[config.mk]
export PLATFORM = sky130hd
export DESIGN_NAME = mem_arbiter
export DESIGN_NICKNAME = d
export VERILOG_FILES = /design/src/rtl/mem_arbiter.sv
export SDC_FILE = /design/constraint.sdc
export NUM_CORES = 1
export LEC_CHECK = 0
export BUFFER_PORTS_ARGS = -buffer_cell sky130_fd_sc_hd__buf_2
export CAP_MARGIN = 20
export CELL_PAD_IN_SITES_DETAIL_PLACEMENT = 0
export CELL_PAD_IN_SITES_GLOBAL_PLACEMENT = 2
export CORE_MARGIN = 2
export CORE_UTILIZATION = 33
export CTS_BUF_LIST = sky130_fd_sc_hd__clkbuf_4 sky130_fd_sc_hd__clkbuf_8
export DETAILED_ROUTE_END_ITERATION = 7
export HOLD_SLACK_MARGIN = 0.03
export PLACE_DENSITY_LB_ADDON = 0.15
export SETUP_SLACK_MARGIN = 0.3
export SLEW_MARGIN = 30
export SYNTH_ARGS = -nofsm -noshare
export SYNTH_HDL_FRONTEND = slang
export SYNTH_SLANG_ARGS = --single-unit
[constraint.sdc]
create_clock -name clock -period 1.9 [get_ports clock]
set_input_delay 0.38 -clock clock [delete_from_list [all_inputs] [get_ports clock]]
set_output_delay 0.38 -clock clock [all_outputs]
set_load 0.03 [all_outputs]
[src/rtl/mem_arbiter.sv]
// Two-requester arbiter sharing one memory port between the fetch
// side and the load/store side; one transaction in flight at a time.

package mem_arb_pkg;

  typedef struct packed {
    logic        mem_valid;
    logic        mem_fence;
    logic        mem_spec;
    logic        mem_instr;
    logic [31:0] mem_addr;
    logic [31:0] mem_wdata;
    logic [3:0]  mem_wstrb;
  } mem_in_type;

  typedef struct packed {
    logic [31:0] mem_rdata;
    logic        mem_ready;
  } mem_out_type;

endpackage

module mem_arbiter
  import mem_arb_pkg::*;
#(
  parameter bit ROUND_ROBIN = 1'b1,
  parameter bit DATA_FIRST  = 1'b1
) (
  input  logic        clock,
  input  logic        reset,
  input  mem_in_type  imem_in,
  output mem_out_type imem_out,
  input  mem_in_type  dmem_in,
  output mem_out_type dmem_out,
  output mem_in_type  mem_in,
  input  mem_out_type mem_out
);

  typedef enum logic [1:0] {
    IDLE,
    ISSUE,
    WAIT
  } state_e;

  typedef enum logic [1:0] {
    OWN_NONE,
    OWN_I,
    OWN_D
  } owner_e;

  state_e     state_q, state_d;
  owner_e     owner_q, owner_d;
  logic       pend_i_q, pend_i_d;
  logic       pend_d_q, pend_d_d;
  mem_in_type req_i_q, req_i_d;
  mem_in_type req_d_q, req_d_d;
  mem_in_type mem_in_q, mem_in_d;
  logic       ptr_q, ptr_d;
  logic       gnt_d;
  logic       done;

  always_comb begin
    state_d  = state_q;
    owner_d  = owner_q;
    pend_i_d = pend_i_q;
    pend_d_d = pend_d_q;
    req_i_d  = req_i_q;
    req_d_d  = req_d_q;
    ptr_d    = ptr_q;
    mem_in_d = '0;
    gnt_d    = 1'b0;
    done     = 1'b0;

    // A port holding a request ignores new valids until it completes
    if (imem_in.mem_valid && !pend_i_q) begin
      pend_i_d = 1'b1;
      req_i_d  = imem_in;
    end
    if (dmem_in.mem_valid && !pend_d_q) begin
      pend_d_d = 1'b1;
      req_d_d  = dmem_in;
    end

    unique case (state_q)
      IDLE: begin
        if (pend_i_q || pend_d_q) begin
          if (pend_i_q && pend_d_q) begin
            if (ROUND_ROBIN) begin
              gnt_d = ptr_q;
              ptr_d = ~ptr_q;
            end else begin
              gnt_d = DATA_FIRST;
            end
          end else begin
            gnt_d = pend_d_q;
          end
          state_d  = ISSUE;
          owner_d  = gnt_d ? OWN_D : OWN_I;
          mem_in_d = gnt_d ? req_d_q : req_i_q;
        end
      end
      ISSUE: begin
        if (mem_out.mem_ready) begin
          done = 1'b1;
        end else begin
          state_d = WAIT;
        end
      end
      WAIT: begin
        if (mem_out.mem_ready) begin
          done = 1'b1;
        end
      end
      default: begin
        state_d = IDLE;
      end
    endcase

    if (done) begin
      state_d = IDLE;
      owner_d = OWN_NONE;
      if (owner_q == OWN_I) begin
        pend_i_d = 1'b0;
      end
      if (owner_q == OWN_D) begin
        pend_d_d = 1'b0;
      end
    end
  end

  always_ff @(posedge clock or negedge reset) begin
    if (!reset) begin
      state_q  <= IDLE;
      owner_q  <= OWN_NONE;
      pend_i_q <= 1'b0;
      pend_d_q <= 1'b0;
      req_i_q  <= '0;
      req_d_q  <= '0;
      mem_in_q <= '0;
      ptr_q    <= DATA_FIRST;
    end else begin
      state_q  <= state_d;
      owner_q  <= owner_d;
      pend_i_q <= pend_i_d;
      pend_d_q <= pend_d_d;
      req_i_q  <= req_i_d;
      req_d_q  <= req_d_d;
      mem_in_q <= mem_in_d;
      ptr_q    <= ptr_d;
    end
  end

  assign mem_in = mem_in_q;

  always_comb begin
    imem_out = '0;
    dmem_out = '0;
    if (owner_q == OWN_I) begin
      imem_out = mem_out;
    end
    if (owner_q == OWN_D) begin
      dmem_out = mem_out;
    end
  end

endmodule

==> flow_metrics.env <==
export IMPL_outcome="finished with violations"
export IMPL_failed_checks="negative setup slack"
export IMPL_min_period_over_period_pct=106
export IMPL_total_grt_usage_pct=18.1
export IMPL_critical_path_max_stage_delay_ns=0.40
export IMPL_power_switching_fraction_pct=36.9
export IMPL_final_core_utilization_pct=45.6
export IMPL_ys_async_sr_fraction_pct=100
export IMPL_yosys_register_bits=223
export IMPL_flow_area_growth_from_synthesis_pct=37.2
export IMPL_detail_route_vias_per_cell=4.82
export IMPL_numCtsBuffers=41
export IMPL_grt_util_met3_pct=5.50
export IMPL_detail_route_wirelength_mm=28.3
export IMPL_setup_worst_path_class="flip-flop to output pin"
export IMPL_fin_total_pwr_mw=21.5
export IMPL_synth_edf_count=0
export IMPL_maximum_number_of_pins_on_one_net_before_global_route_repair=87
export IMPL_synthesis_yosys_warnings=0
export IMPL_drtIter0Drc=315
export IMPL_cp_required_ns=1.52
export IMPL_power_frac_seq_pct=36.3
export IMPL_grt_setup_unrepaired="yes"
export IMPL_h_tree_depth=2
export IMPL_timing_final_ws_setup_ns=-0.110
export IMPL_power_per_cell_area_nw_per_um2=1660
export IMPL_tightestPinTransition_ns=0.538
export IMPL_grt_busiest_layer="met2"
export IMPL_route_vias_total=7135
export IMPL_setup_worst_path_end_class="output pin"
export IMPL_design_final_nets=1250
export IMPL_postSynthNetCount=925
export IMPL_fp_dieW_um=173
export IMPL_cts_root_buffer_cell="clkbuf_8"
export IMPL_route_detailed_drc=0
export IMPL_power_frac_clock_pct=20.6
export IMPL_max_clock_path_buffers=3
export IMPL_met1_usage_pct=22.1
export IMPL_first_global_vias=7559
export IMPL_worst_path_dominant_cell_family="flip-flops"
export IMPL_clk_transition_reported_paths_ns=0.05
export IMPL_cell_internal_pwr_mw=13.6
export IMPL_slowest_stage="dfrtp_1"
export IMPL_design_portCount=317
export IMPL_die_area_um2=30100
export IMPL_post_synth_cell_area_avg_um2=12.7
export IMPL_hpwlAfterDp_mm=18.0
export IMPL_final_hold_worst_slack_ns=0.0661
export IMPL_timing_slew_headroom_pct=64.2
export IMPL_p_leak_nw=6.17
export IMPL_yosysUniqueCellTypes=30
export IMPL_synthesis_area_um2=9470
export IMPL_timing_final_setup_violations=66
export IMPL_finalWorstPathRequiredPeriod_ns=2.01
export IMPL_initial_antenna_violation_count=6
export IMPL_grt_use_met2_pct=30.3
export IMPL_routability_congestion=0.867
export IMPL_achievable_frequency_ghz=0.498
export IMPL_yosys_most_used_dff="dfrtp_1"
export IMPL_worst_clock_skew_ns=0.0255
export IMPL_cp_num_buf_inv=2
export IMPL_cap_viol_max_count=0
export IMPL_post_drt_wl_per_cell_um=19.1
export IMPL_die_height_um=173
export IMPL_seq_total_area_yosys_pct=59.0
export IMPL_hold_crit_class="input pin to flip-flop"
export IMPL_initial_utilization_pct=33.2
export IMPL_worst_path_max_fanout=17
export IMPL_grt_overflow_total=0
export IMPL_clock_sinks=223
export IMPL_buffer_ports_inserted=316
export IMPL_max_transition_viols_final=0
export IMPL_irDropWorstVdd_mv=0.659
export IMPL_core_rowCount=62
export IMPL_placeableCoreArea_um2=28500
export IMPL_ant_nets=0
export IMPL_post_synth_inst_count=743
export IMPL_wire_length_of_the_first_global_routing_pass_mm=42.4
export IMPL_finalHoldViolations=0
export IMPL_crit_chain="nor2b_4 > buf_8 > and2_1 > buf_6"
export IMPL_pwr_share_comb_pct=43.1
export IMPL_final_common_cell="buf_2"
export IMPL_clock_tree_from_tritoncts="done"
export IMPL_p_switching_mw=7.95
export IMPL_clock_insertion_delay_worst_skew_ns=0.53
export IMPL_final_cell_mix="249 x buf_2, 220 x dfrtp_1, 107 x mux2_1"
export IMPL_arrival_ns=1.63
export IMPL_detailedRoute_firstPassIterationCount=7
export IMPL_share_of_layout_cells_above_drive_strength_1_pct=41.9
export IMPL_startpoint_type="flip-flop"
[power by group through the flow]
stage               combinational (mW)  sequential, mW  clock (mW)
floorplan                         5.39            8.31           0
detailed placement                8.26            7.86           0
CTS                               8.87            7.81        4.59
global route                      10.1            8.08        4.84
global placement                  8.19            7.84           0
finish                            9.29            7.81        4.43
[worst paths after layout]
check,startpoint,endpoint,slack (ns),cells after the start
worst max register to register,pend_d_q,req_d_q[19],0.32,3
worst max-delay path,owner_q[0],imem_out[30],-0.11,4
min in group asynchronous,reset,req_i_q[9],0.37,2
max in group asynchronous,reset,mem_in[52],0.89,3
worst min register to register,req_i_q[71],req_i_q[71],0.47,1
worst min-delay path,imem_in[60],req_i_q[60],0.07,2
[state kept, by name, indices dropped and copies added, names as in the netlist]
name	flops
ptr_q	1
owner_q	2
req_i_q	72
pend_i_q	1
state_q	2
mem_in	72
pend_d_q	1
req_d_q	72
[cells in the mapped netlist, types with 5 or more instances]
cell,instances,area (um^2)
mux2_1,138,1550
and2_1,66,413
nand3b_1,72,541
o21ai_1,13,65.1
dfrtp_1,222,5560
clkbuf_1,19,71.3
nor2b_1,5,31.3
buf_2,20,100
buf_6,15,169
buf_4,7,52.6
a21oi_1,74,370
o21ai_0,61,305
[cell type report]
cell class / instances / area (um^2)
diodes: 4 / 10.0
clock buffers: 64 / 774
clock inverters: 2 / 15.0
fillers: 2753 / 15500
inverters: 4 / 15.0
multi-input cells: 455 / 3670
flip-flops and latches: 223 / 5580
well taps: 384 / 480
repair buffers: 343 / 2440
[metal layers]
| metal | vias up | routed length (um) |
|---|---|---|
| met5 | - | 14 |
| met4 | 4 | 735 |
| met3 | 49 | 2180 |
| met2 | 294 | 13900 |
| met1 | 3539 | 11500 |
| li1 | 3249 | - |
[worst register-to-register path, cell delays in order, from the launching register on]
cell	delay, ns
dfrtp_2	0.52
nor2b_4	0.30
buf_12	0.26
mux2_4	0.36
[per-stage QoR]
| step | cell area, um^2 | TNS, ns | setup WS [ns] | std cells |
|---|---|---|---|---|
| 4_1_cts | 12800 | -7.27 | -0.141 | 1472 |
| 6_report | 13000 | -5.04 | -0.110 | 1479 |
| 3_3_place_gp | 11500 | 0 | 0.307 | 1401 |
| 5_1_grt | 13000 | -10.48 | -0.203 | 1478 |
| 3_5_place_dp | 11500 | 0 | 0.246 | 1401 |
| 2_1_floorplan | 9470 | 0 | 0.364 | 743 |
[cells by family (layout without fill, tap and decap cells)]
group                    after synthesis  count (layout)  share of synthesized area [%]
AO/OA/AOI/OAI                        153             153                           8.21
XOR/XNOR                               1               1                         0.0925
adder cells (fa/ha/maj)                3               3                          0.397
buffers and inverters                 65             413                           4.31
flip-flops                           223             223                           59.0
multiplexers                         143             143                           17.0
other                                  0               4                              0
AND/OR/NAND/NOR                      155             155                           11.0
[repair_timing]
action,4_1_cts,5_1_grt
resized for setup,143,40
setup buffers,1,0
hold endpoints to repair,42,0
hold buffers,3,0
cloned,1,3
pin swaps,0,0
setup endpoints to repair,123,129
Note: power is estimated with default switching activity, not from simulation.
